[config.mk]
export PLATFORM = sky130hd
export DESIGN_NAME = subtractor_module
export DESIGN_NICKNAME = d
export VERILOG_FILES = /design/src/rtl/accel_pkg.sv /design/src/rtl/full_subtractor.sv /design/src/rtl/subtractor_module.sv
export SDC_FILE = /design/constraint.sdc
export NUM_CORES = 1
export LEC_CHECK = 0
export BUFFER_PORTS_ARGS = -buffer_cell sky130_fd_sc_hd__buf_2
export CAP_MARGIN = 20
export CORE_ASPECT_RATIO = 1.25
export CORE_UTILIZATION = 35
export DETAILED_ROUTE_END_ITERATION = 16
export SETUP_SLACK_MARGIN = 0.1
export SYNTH_ARGS = -nofsm -noshare
export SYNTH_HDL_FRONTEND = slang
export SYNTH_HIERARCHICAL = 1
export SYNTH_SLANG_ARGS = --single-unit
[constraint.sdc]
create_clock -name CLK -period 0.9 [get_ports CLK]
set_clock_uncertainty 0.1 [all_clocks]
set_input_delay 0.09 -clock CLK [delete_from_list [all_inputs] [get_ports CLK]]
set_output_delay 0.09 -clock CLK [all_outputs]
set_load 0.05 [all_outputs]
[src/rtl/accel_pkg.sv]
// Shared datapath types and widths for the accelerator arithmetic blocks.
package accel_pkg;

    localparam int unsigned SUB_WIDTH = 15;

    typedef logic [SUB_WIDTH-1:0] sub_word_t;

endpackage

[src/rtl/full_subtractor.sv]
// Single-bit full subtractor cell: d = x - y - bin, with borrow out.
module full_subtractor (
    input  logic x,
    input  logic y,
    input  logic bin,
    output logic d,
    output logic bout
);

    always_comb begin
        d    = x ^ y ^ bin;
        bout = (~x & y) | (~(x ^ y) & bin);
    end

endmodule

[src/rtl/subtractor_module.sv]
// Registered ripple-borrow subtractor: DIFF = X - Y - Bin, qualified by OE one cycle after DE.
module subtractor_module
    import accel_pkg::*;
#(
    parameter int unsigned WIDTH = SUB_WIDTH
) (
    input  logic             CLK,
    input  logic             RST_N,
    input  logic             DE,
    input  logic [WIDTH-1:0] X,
    input  logic [WIDTH-1:0] Y,
    input  logic             Bin,
    output logic             OE,
    output logic [WIDTH-1:0] DIFF,
    output logic             Bout
);

    logic [WIDTH:0]   borrow;
    logic [WIDTH-1:0] diff_d;
    logic [WIDTH-1:0] diff_q;
    logic             bout_q;
    logic             oe_q;

    assign borrow[0] = Bin;

    for (genvar i = 0; i < WIDTH; i++) begin : g_chain
        full_subtractor u_fs (
            .x    (X[i]),
            .y    (Y[i]),
            .bin  (borrow[i]),
            .d    (diff_d[i]),
            .bout (borrow[i+1])
        );
    end

    // Result registers only load on accepted operands so idle cycles hold the last value.
    always_ff @(posedge CLK or negedge RST_N) begin
        if (!RST_N) begin
            diff_q <= '0;
            bout_q <= 1'b0;
            oe_q   <= 1'b0;
        end else begin
            oe_q <= DE;
            if (DE) begin
                diff_q <= diff_d;
                bout_q <= borrow[WIDTH];
            end
        end
    end

    assign OE   = oe_q;
    assign DIFF = diff_q;
    assign Bout = bout_q;

endmodule

==> flow_summary.yaml, run 1 <==
timing:
  setup_viol: 32
  rsz0062_at_grt: "yes"
  tns_ns: -49.76
  whs_ns: 0.0369
  fmax_mhz: 152
  period_share_pct: 732
  setup_ws_ns: -5.69
  finalHoldViolCount: 0
  worst_pin_slew_ns: 0.368
  drv_slew: 0
  slew_headroom_pct: 75.5
  period_minus_slack_ns: 6.59
floorplanning:
  die-area_mm2: 0.00350
  rows: 22
  pin_count: 51
  fp.dieH_um: 65.9
  start_util_pct: 37.8
  die_w_um: 53.1
  core_area_mm2: 0.00303
setup_path:
  crit_slowest_cell: "fa_2"
  path_max_fanout: 1
  cp_common_cell: "inv_2"
  critPathMaxStageDelay_ns: 0.40
  required_ns: 0.97
  r2r_setup_slack_ns: -0.11
  crit_path_start_kind: "input pin"
  path_class: "in2reg"
  cp-end-kind: "register"
  arrival_ns: 6.67
layout:
  fillerInstances: 267
  drive_above_1_share_pct: 79.9
  num_antenna_cells: 0
  syn2layout_area_growth_pct: 51.5
  nNetsFinal: 209
  final_cell_mix: "31 x buf_2, 30 x inv_2, 19 x buf_6"
  final_common_cell: "buf_2"
  fin_cells: 195
synthesis:
  syn_avg_cell_area_um2: 12.0
  synth_nets: 144
  synth_cells: 95
  synth_cell_types: 7
  ys_warn_count: 6
  synth_seq_cells: 17
  seq_area_frac_synth_pct: 37.2
  synth.cell_area_mm2: 0.00114
global_route:
  grtUsageTotal_pct: 14.8
  grt_max_degree: 18
  grt_first_pass_wirelength_um: 3680
  first_global_vias: 918
  grt_overflow: 0
  antenna_found_initial: 0
clock_tree:
  clk_pin_slew_ns: 0.09
  cts_made_buffers: 3
  cts_tree: "yes"
  insertion_delay_ns: 0.28
  cts.path.max_buffers: 2
  cts-root-buf: "clkbuf_4"
  cts-htree-levels: 1
  clock-sinks: 17
pwr:
  leakage_nw: 0.947
  p_sw_mw: 1.35
  pwr-share-comb_pct: 55.9
  peakVddDrop_uv: 1040
  power.density_mw_per_mm2: 1920
  seq_power_share_pct: 32.2
  clockPowerShare_pct: 11.9
  p_sw_share_pct: 40.7
  intPower_mw: 1.97
run_status:
  failed_checks: "setup timing"
  status: "complete, but fails checks"
routing:
  viasPerCell: 4.01
  antenna_left: 0
  drtIter0Drc: 3
  wl_per_cell_um: 11.2
  drt-total-wl_um: 2190
  drt-pass1-iter-count: 2
  drc: 0
  route.vias.total: 782
placement:
  placed_cells: 181
  dp_slack_ns: -6.12
  gp_congestion: 0.729
  place.port_buffers: 50
  dpl.hpwl_um: 1700
hold_path:
  hp-class: "in2reg"
job:
  drv_cap: 0
[Yosys cell counts]
master / count / area share (%)
inv_1: 45 / 15
dfrtp_1: 17 / 37
fa_1: 15 / 26
mux2_4: 10 / 13
mux2_2: 6 / 5.9
buf_12: 1 / 1.8
buf_6: 1 / 0.98
[what timing repair did]
action / CTS / global route
hold buffers: 1 / 0
hold endpoints to repair: 17 / 0
setup buffers: 7 / 2
pin swaps: 0 / 0
setup endpoints to repair: 33 / 33
gates resized for setup: 53 / 15
[worst max-delay path, delay by kind of cell]
kind,cells,cell delay [ns]
buf+inv,29,1.36
fa+ha+maj,15,4.96
mux,1,0.26
[cell families after synthesis]
group      synth area share, %
fa+ha+maj                 26.3
buf+inv                   17.5
flops                     37.2
mux                       19.0
[worst paths after layout]
kind	startpoint	end	depth (start not counted)
min in group asynchronous	RST_N	DIFF[1]$_DFFE_PN0P_	2
hold / removal	DE	OE$_DFF_PN0_	2
setup reg to reg	DIFF[6]$_DFFE_PN0P_	DIFF[6]$_DFFE_PN0P_	2
setup / recovery	X[0]	DIFF[14]$_DFFE_PN0P_	45
hold reg to reg	DIFF[7]$_DFFE_PN0P_	DIFF[7]$_DFFE_PN0P_	1
max in group asynchronous	RST_N	DIFF[0]$_DFFE_PN0P_	2
[sequential cells by signal, indices dropped and copies added (netlist names)]
name	cells
Bout	1
OE	1
DIFF	15
[routing by layer]
layer / GRT usage (%) / vias to the layer above / wire length (um)
met4: 6.91 / 0 / 17
met2: 28.2 / 35 / 1190
li1: - / 381 / -
met5: 0 / - / 0
met1: 15.6 / 364 / 854
met3: 1.38 / 2 / 124
[area by class of cell]
cell class | instances | area (um2) | share of cell area, %
Clock buffer | 4 | 26.3 | 1.52
Inverter | 45 | 174 | 10.0
Multi-Input combinational cell | 31 | 574 | 33.1
Sequential cell | 17 | 427 | 24.6
Tap cell | 36 | 45.0 | 2.60
Timing Repair Buffer | 62 | 487 | 28.1
[power by group through the flow]
stage	Combinational (mW)	Sequential (mW)	Clock, mW
floorplan	0.447	1.66	0
detailed placement	1.45	1.04	0
global route	1.98	1.09	0.459
global placement	1.42	1.04	0
CTS	1.81	1.07	0.414
finish	1.86	1.07	0.396
[stage by stage]
stage	util (%)	area [um2]	power (mW)
floorplan	-	1200	2.11
global placement	49.6	1500	2.46
detailed placement	49.6	1500	2.50
CTS	56.6	1710	3.30
global route	57.2	1730	3.53
finish	57.2	1730	3.33
Power figures use the tool's default switching activity.
==> run 2: changes to the inputs <==
- SETUP_SLACK_MARGIN: 0.1 -> 0.3
==> run 2 against run 1 <==
Against the previous run:
- the flow finishes with violations (hold timing, setup timing)
- clock power is essentially flat
- count of clock-buffer cells in the layout unchanged
- final cell count decreased by 1.5%
- hold slack worse by 0.43 ns
- core utilization is 0.21 points lower
- combinational power fell by 3%
- via count fell by 0.38%
- highest routed layer unchanged
- critical path type unchanged
- non-clock buffer count down 3
- sequential cell count is the same
==> flow_summary.yaml, run 2 (synthesized netlist as in run 1, its figures left out) <==
setup_path:
  arrival_ns: 6.69
  r2r_setup_slack_ns: -0.12
  cp-end-kind: "register"
  crit_path_start_kind: "input pin"
  crit_slowest_cell: "fa_2"
  cp_common_cell: "inv_2"
  path_max_fanout: 1
  required_ns: 0.98
  critPathMaxStageDelay_ns: 0.40
  path_class: "in2reg"
pwr:
  intPower_mw: 1.97
  total_power_mw: 3.31
  seq_power_share_pct: 33.4
  peakVddDrop_uv: 1070
  p_sw_mw: 1.34
  pwr-share-comb_pct: 54.8
  clockPowerShare_pct: 11.9
  p_sw_share_pct: 40.5
  power.density_mw_per_mm2: 1910
  leakage_nw: 0.918
timing:
  fmax_mhz: 151
  worst_pin_slew_ns: 0.366
  rsz0062_at_grt: "yes"
  setup_ws_ns: -5.71
  whs_ns: -0.394
  period_share_pct: 735
  slew_headroom_pct: 75.6
  finalHoldViolCount: 18
  setup_viol: 33
  period_minus_slack_ns: 6.61
  drv_slew: 0
  tns_ns: -50.12
clock_tree:
  cts.path.max_buffers: 2
  insertion_delay_ns: 0.28
  clock-sinks: 17
  cts_tree: "yes"
  clk_pin_slew_ns: 0.09
  cts-root-buf: "clkbuf_4"
  cts_made_buffers: 3
  cts-htree-levels: 1
floorplanning:
  start_util_pct: 37.8
  die-area_mm2: 0.00350
  rows: 22
  pin_count: 51
  core_area_mm2: 0.00303
  fp.dieH_um: 65.9
  die_w_um: 53.1
layout:
  final_common_cell: "buf_2"
  nNetsFinal: 206
  final_cell_mix: "31 x buf_2, 30 x inv_2, 19 x buf_6"
  final_area_mm2: 0.00173
  syn2layout_area_growth_pct: 51.0
  num_antenna_cells: 0
  largest_register_ffs: 15
  drive_above_1_share_pct: 89.7
global_route:
  grt_max_degree: 18
  first_global_vias: 880
  grt_first_pass_wirelength_um: 3430
  grtUsageTotal_pct: 13.8
  grt_overflow: 0
  antenna_found_initial: 0
routing:
  drt-total-wl_um: 2080
  drc: 0
  drt-pass1-iter-count: 2
  drtIter0Drc: 2
  viasPerCell: 4.06
  wl_per_cell_um: 10.8
  antenna_left: 0
  route.vias.total: 779
placement:
  gp_congestion: 0.706
  dp_slack_ns: -6.13
  place.port_buffers: 50
  dpl.hpwl_um: 1720
  postPlaceCellArea_mm2: 0.00153
run_status:
  status: "complete, but fails checks"
  failed_checks: "hold timing, setup timing"
job:
  drv_cap: 0
hold_path:
  hp-class: "in2async"
[run 2: power by group through the flow]
stage          logic (mW)  clock network [mW]  registers [mW]
2_1_floorplan       0.446                   0            1.70
3_3_place_gp         1.42                   0            1.07
3_5_place_dp         1.46                   0            1.07
4_1_cts              1.80               0.416            1.11
5_1_grt              1.92               0.442            1.13
6_report             1.81               0.393            1.10
[run 2: cell type report]
cell class / instances / area, um2
sequential: 17 / 445
timing repair buffer: 59 / 462
multi-input combinational: 31 / 574
inverter: 45 / 174
tap: 36 / 45.0
clock buffer: 4 / 26.3
fill: 273 / 1300
[run 2: metal layers]
metal	up-vias	track usage [%]	routed length (um)
met1	362	14.6	805
met5	-	0	0
met3	2	2.07	163
met2	38	24.8	1090
met4	0	7.89	27
li1	377	-	-
[run 2: worst paths after layout]
kind / from / to / cells past startpoint
min: RST_N / DIFF[9]$_DFFE_PN0P_ / 1
min reg2reg: DIFF[9]$_DFFE_PN0P_ / DIFF[9]$_DFFE_PN0P_ / 1
max in group asynchronous: RST_N / DIFF[8]$_DFFE_PN0P_ / 1
max reg2reg: DIFF[3]$_DFFE_PN0P_ / DIFF[3]$_DFFE_PN0P_ / 2
min in group CLK: DE / OE$_DFF_PN0_ / 1
max: X[0] / DIFF[14]$_DFFE_PN0P_ / 45
[run 2: timing repair]
item,4_1_cts,5_1_grt
pin swaps,0,0
hold endpoints to repair,18,18
buffers inserted,6,0
gates cloned,0,0
setup endpoints to repair,33,33
gates resized for setup,51,17
[run 2: stage by stage]
step           hold slack [ns]  cells  utilization [%]
2_1_floorplan           -0.306     95                -
3_3_place_gp           -0.0682    182             50.5
3_5_place_dp           -0.0673    182             50.5
4_1_cts                 -0.389    192             56.9
5_1_grt                 -0.374    192             57.0
6_report                -0.394    192             57.0
[run 2: worst max-delay path, delay by kind of cell]
family	cells	cell delay (ns)
fa+ha+maj	15	5.00
mux	1	0.26
buf+inv	29	1.36
==> run 3: changes to the inputs <==
- RECOVER_POWER: default -> 25
==> run 3 against run 2 <==
Against the previous run:
- the run still ends with hold timing, setup timing left
- register-to-register slack about the same
- core utilization decreased by 0.083 points
- sequential share of layout area about the same
- fmax unchanged
- non-clock buffer count unchanged
- sequential cell count unchanged
- global-route usage unchanged
- combinational power about the same
- wire length decreased by 0.14%
- worst setup slack about the same
- total power about the same
- largest power group unchanged
- highest routed layer unchanged
==> flow_summary.yaml, run 3 (synthesized netlist as in run 1, its figures left out) <==
setup_path:
  cp-startpoint: "X[0]"
  critPathMaxStageDelay_ns: 0.40
  cp-end-kind: "register"
  crit_path_start_kind: "input pin"
  arrival_ns: 6.69
  rr_startpoint: "DIFF[3]$_DFFE_PN0P_"
  cp_common_cell: "inv_2"
  r2r_cells: 2
  rr_endpoint: "DIFF[3]$_DFFE_PN0P_"
  crit_slowest_cell: "fa_2"
  path_max_fanout: 1
  cp-endpoint: "DIFF[14]$_DFFE_PN0P_"
  r2r_setup_slack_ns: -0.12
  path_class: "in2reg"
  required_ns: 0.98
layout:
  final_common_cell: "inv_2"
  num_antenna_cells: 0
  final_area_mm2: 0.00172
  syn2layout_area_growth_pct: 50.8
  fillerInstances: 272
  drive_above_1_share_pct: 88.5
  final_cell_mix: "30 x inv_2, 29 x buf_2, 19 x buf_6"
  nNetsFinal: 206
  utilization_pct: 56.9
  largest_register_ffs: 15
placement:
  postPlaceCellArea_mm2: 0.00153
  place.port_buffers: 50
  dpl.hpwl_um: 1720
  dp_slack_ns: -6.13
  gp_congestion: 0.706
timing:
  setup_ws_ns: -5.71
  worst_pin_slew_ns: 0.871
  setup_viol: 33
  period_minus_slack_ns: 6.61
  period_share_pct: 735
  finalHoldViolCount: 18
  rsz0062_at_grt: "yes"
  slew_headroom_pct: 41.9
  whs_ns: -0.209
  fmax_mhz: 151
  tns_ns: -50.12
  drv_slew: 0
floorplanning:
  die-area_mm2: 0.00350
  pin_count: 51
  rows: 22
  die_w_um: 53.1
  start_util_pct: 37.8
  core_area_mm2: 0.00303
  fp.dieH_um: 65.9
clock_tree:
  insertion_delay_ns: 0.28
  cts_made_buffers: 3
  cts_tree: "yes"
  cts-root-buf: "clkbuf_4"
  clock-sinks: 17
  cts-htree-levels: 1
  cts.path.max_buffers: 2
  clk_pin_slew_ns: 0.09
routing:
  drc: 0
  drt-total-wl_um: 2080
  drt-pass1-iter-count: 2
  antenna_left: 0
  wl_per_cell_um: 10.8
  viasPerCell: 4.06
  drtIter0Drc: 2
  route.vias.total: 779
run_status:
  status: "complete, but fails checks"
  failed_checks: "hold timing, setup timing"
global_route:
  antenna_found_initial: 0
  grt_max_degree: 18
  grt_first_pass_wirelength_um: 3430
  grtUsageTotal_pct: 13.8
  gr-usage-met3_pct: 2.07
  gr-usage-met1_pct: 14.6
  grt_overflow: 0
  grt_busiest_layer: "met2"
  first_global_vias: 880
  met2_usage_pct: 24.8
pwr:
  peakVddDrop_uv: 1070
  total_power_mw: 3.30
  power.density_mw_per_mm2: 1920
  leakage_nw: 0.912
job:
  drv_cap: 0
hold_path:
  hp-class: "in2async"
[run 3: cell count changes in the layout (fill, tap and decap cells not counted)]
cell	previous run	this run
clkbuf_1	1	3
buf_2	31	29
[run 3: cell type report]
cell class | instances | area, um2 | area share [%]
timing repair buffer | 59 | 459 | 26.6
multi-input combinational | 31 | 574 | 33.3
inverter | 45 | 174 | 10.1
clock buffer | 4 | 26.3 | 1.52
sequential | 17 | 445 | 25.8
tap | 36 | 45.0 | 2.61
[run 3: worst min path at each step]
stage	to	slack (ns)	cells past startpoint
2_1_floorplan	Bout$_DFFE_PN0P_	-0.31	0
3_3_place_gp	DIFF[1]$_DFFE_PN0P_	-0.07	1
3_5_place_dp	DIFF[1]$_DFFE_PN0P_	-0.07	1
4_1_cts	DIFF[14]$_DFFE_PN0P_	-0.39	1
5_1_grt	DIFF[14]$_DFFE_PN0P_	-0.13	1
6_report	DIFF[9]$_DFFE_PN0P_	-0.21	1
[run 3: worst max-delay path, delay by kind of cell]
family,cells,cell delay [ns]
adders and majority gates,15,5.00
buffers and inverters,29,1.36
muxes,1,0.26
[run 3: where the power goes]
part / internal [mW] / switching (mW)
registers: 0.968 / 0.135
clock network: 0.172 / 0.221
logic: 0.827 / 0.981
[run 3: per-layer routing]
layer	vias to the layer above	part of all wire [%]	wire length (um)
met3	2	7.7	161
met5	-	0	0
met1	362	39	804
met2	38	52	1090
li1	377	-	-
met4	0	1.3	27
[run 3: metrics by stage]
stage | hold WS (ns) | std cells
after floorplan | -0.306 | 95
after global placement | -0.0682 | 182
after detailed placement | -0.0673 | 182
after CTS | -0.389 | 192
after global routing | -0.127 | 192
final | -0.209 | 192
[run 3: repair_timing]
action                                  4_1_cts  5_1_grt
endpoints found under the setup margin       33       33
setup buffers                                 6        0
gates resized for setup                      51       17
hold endpoints to repair                     18       18
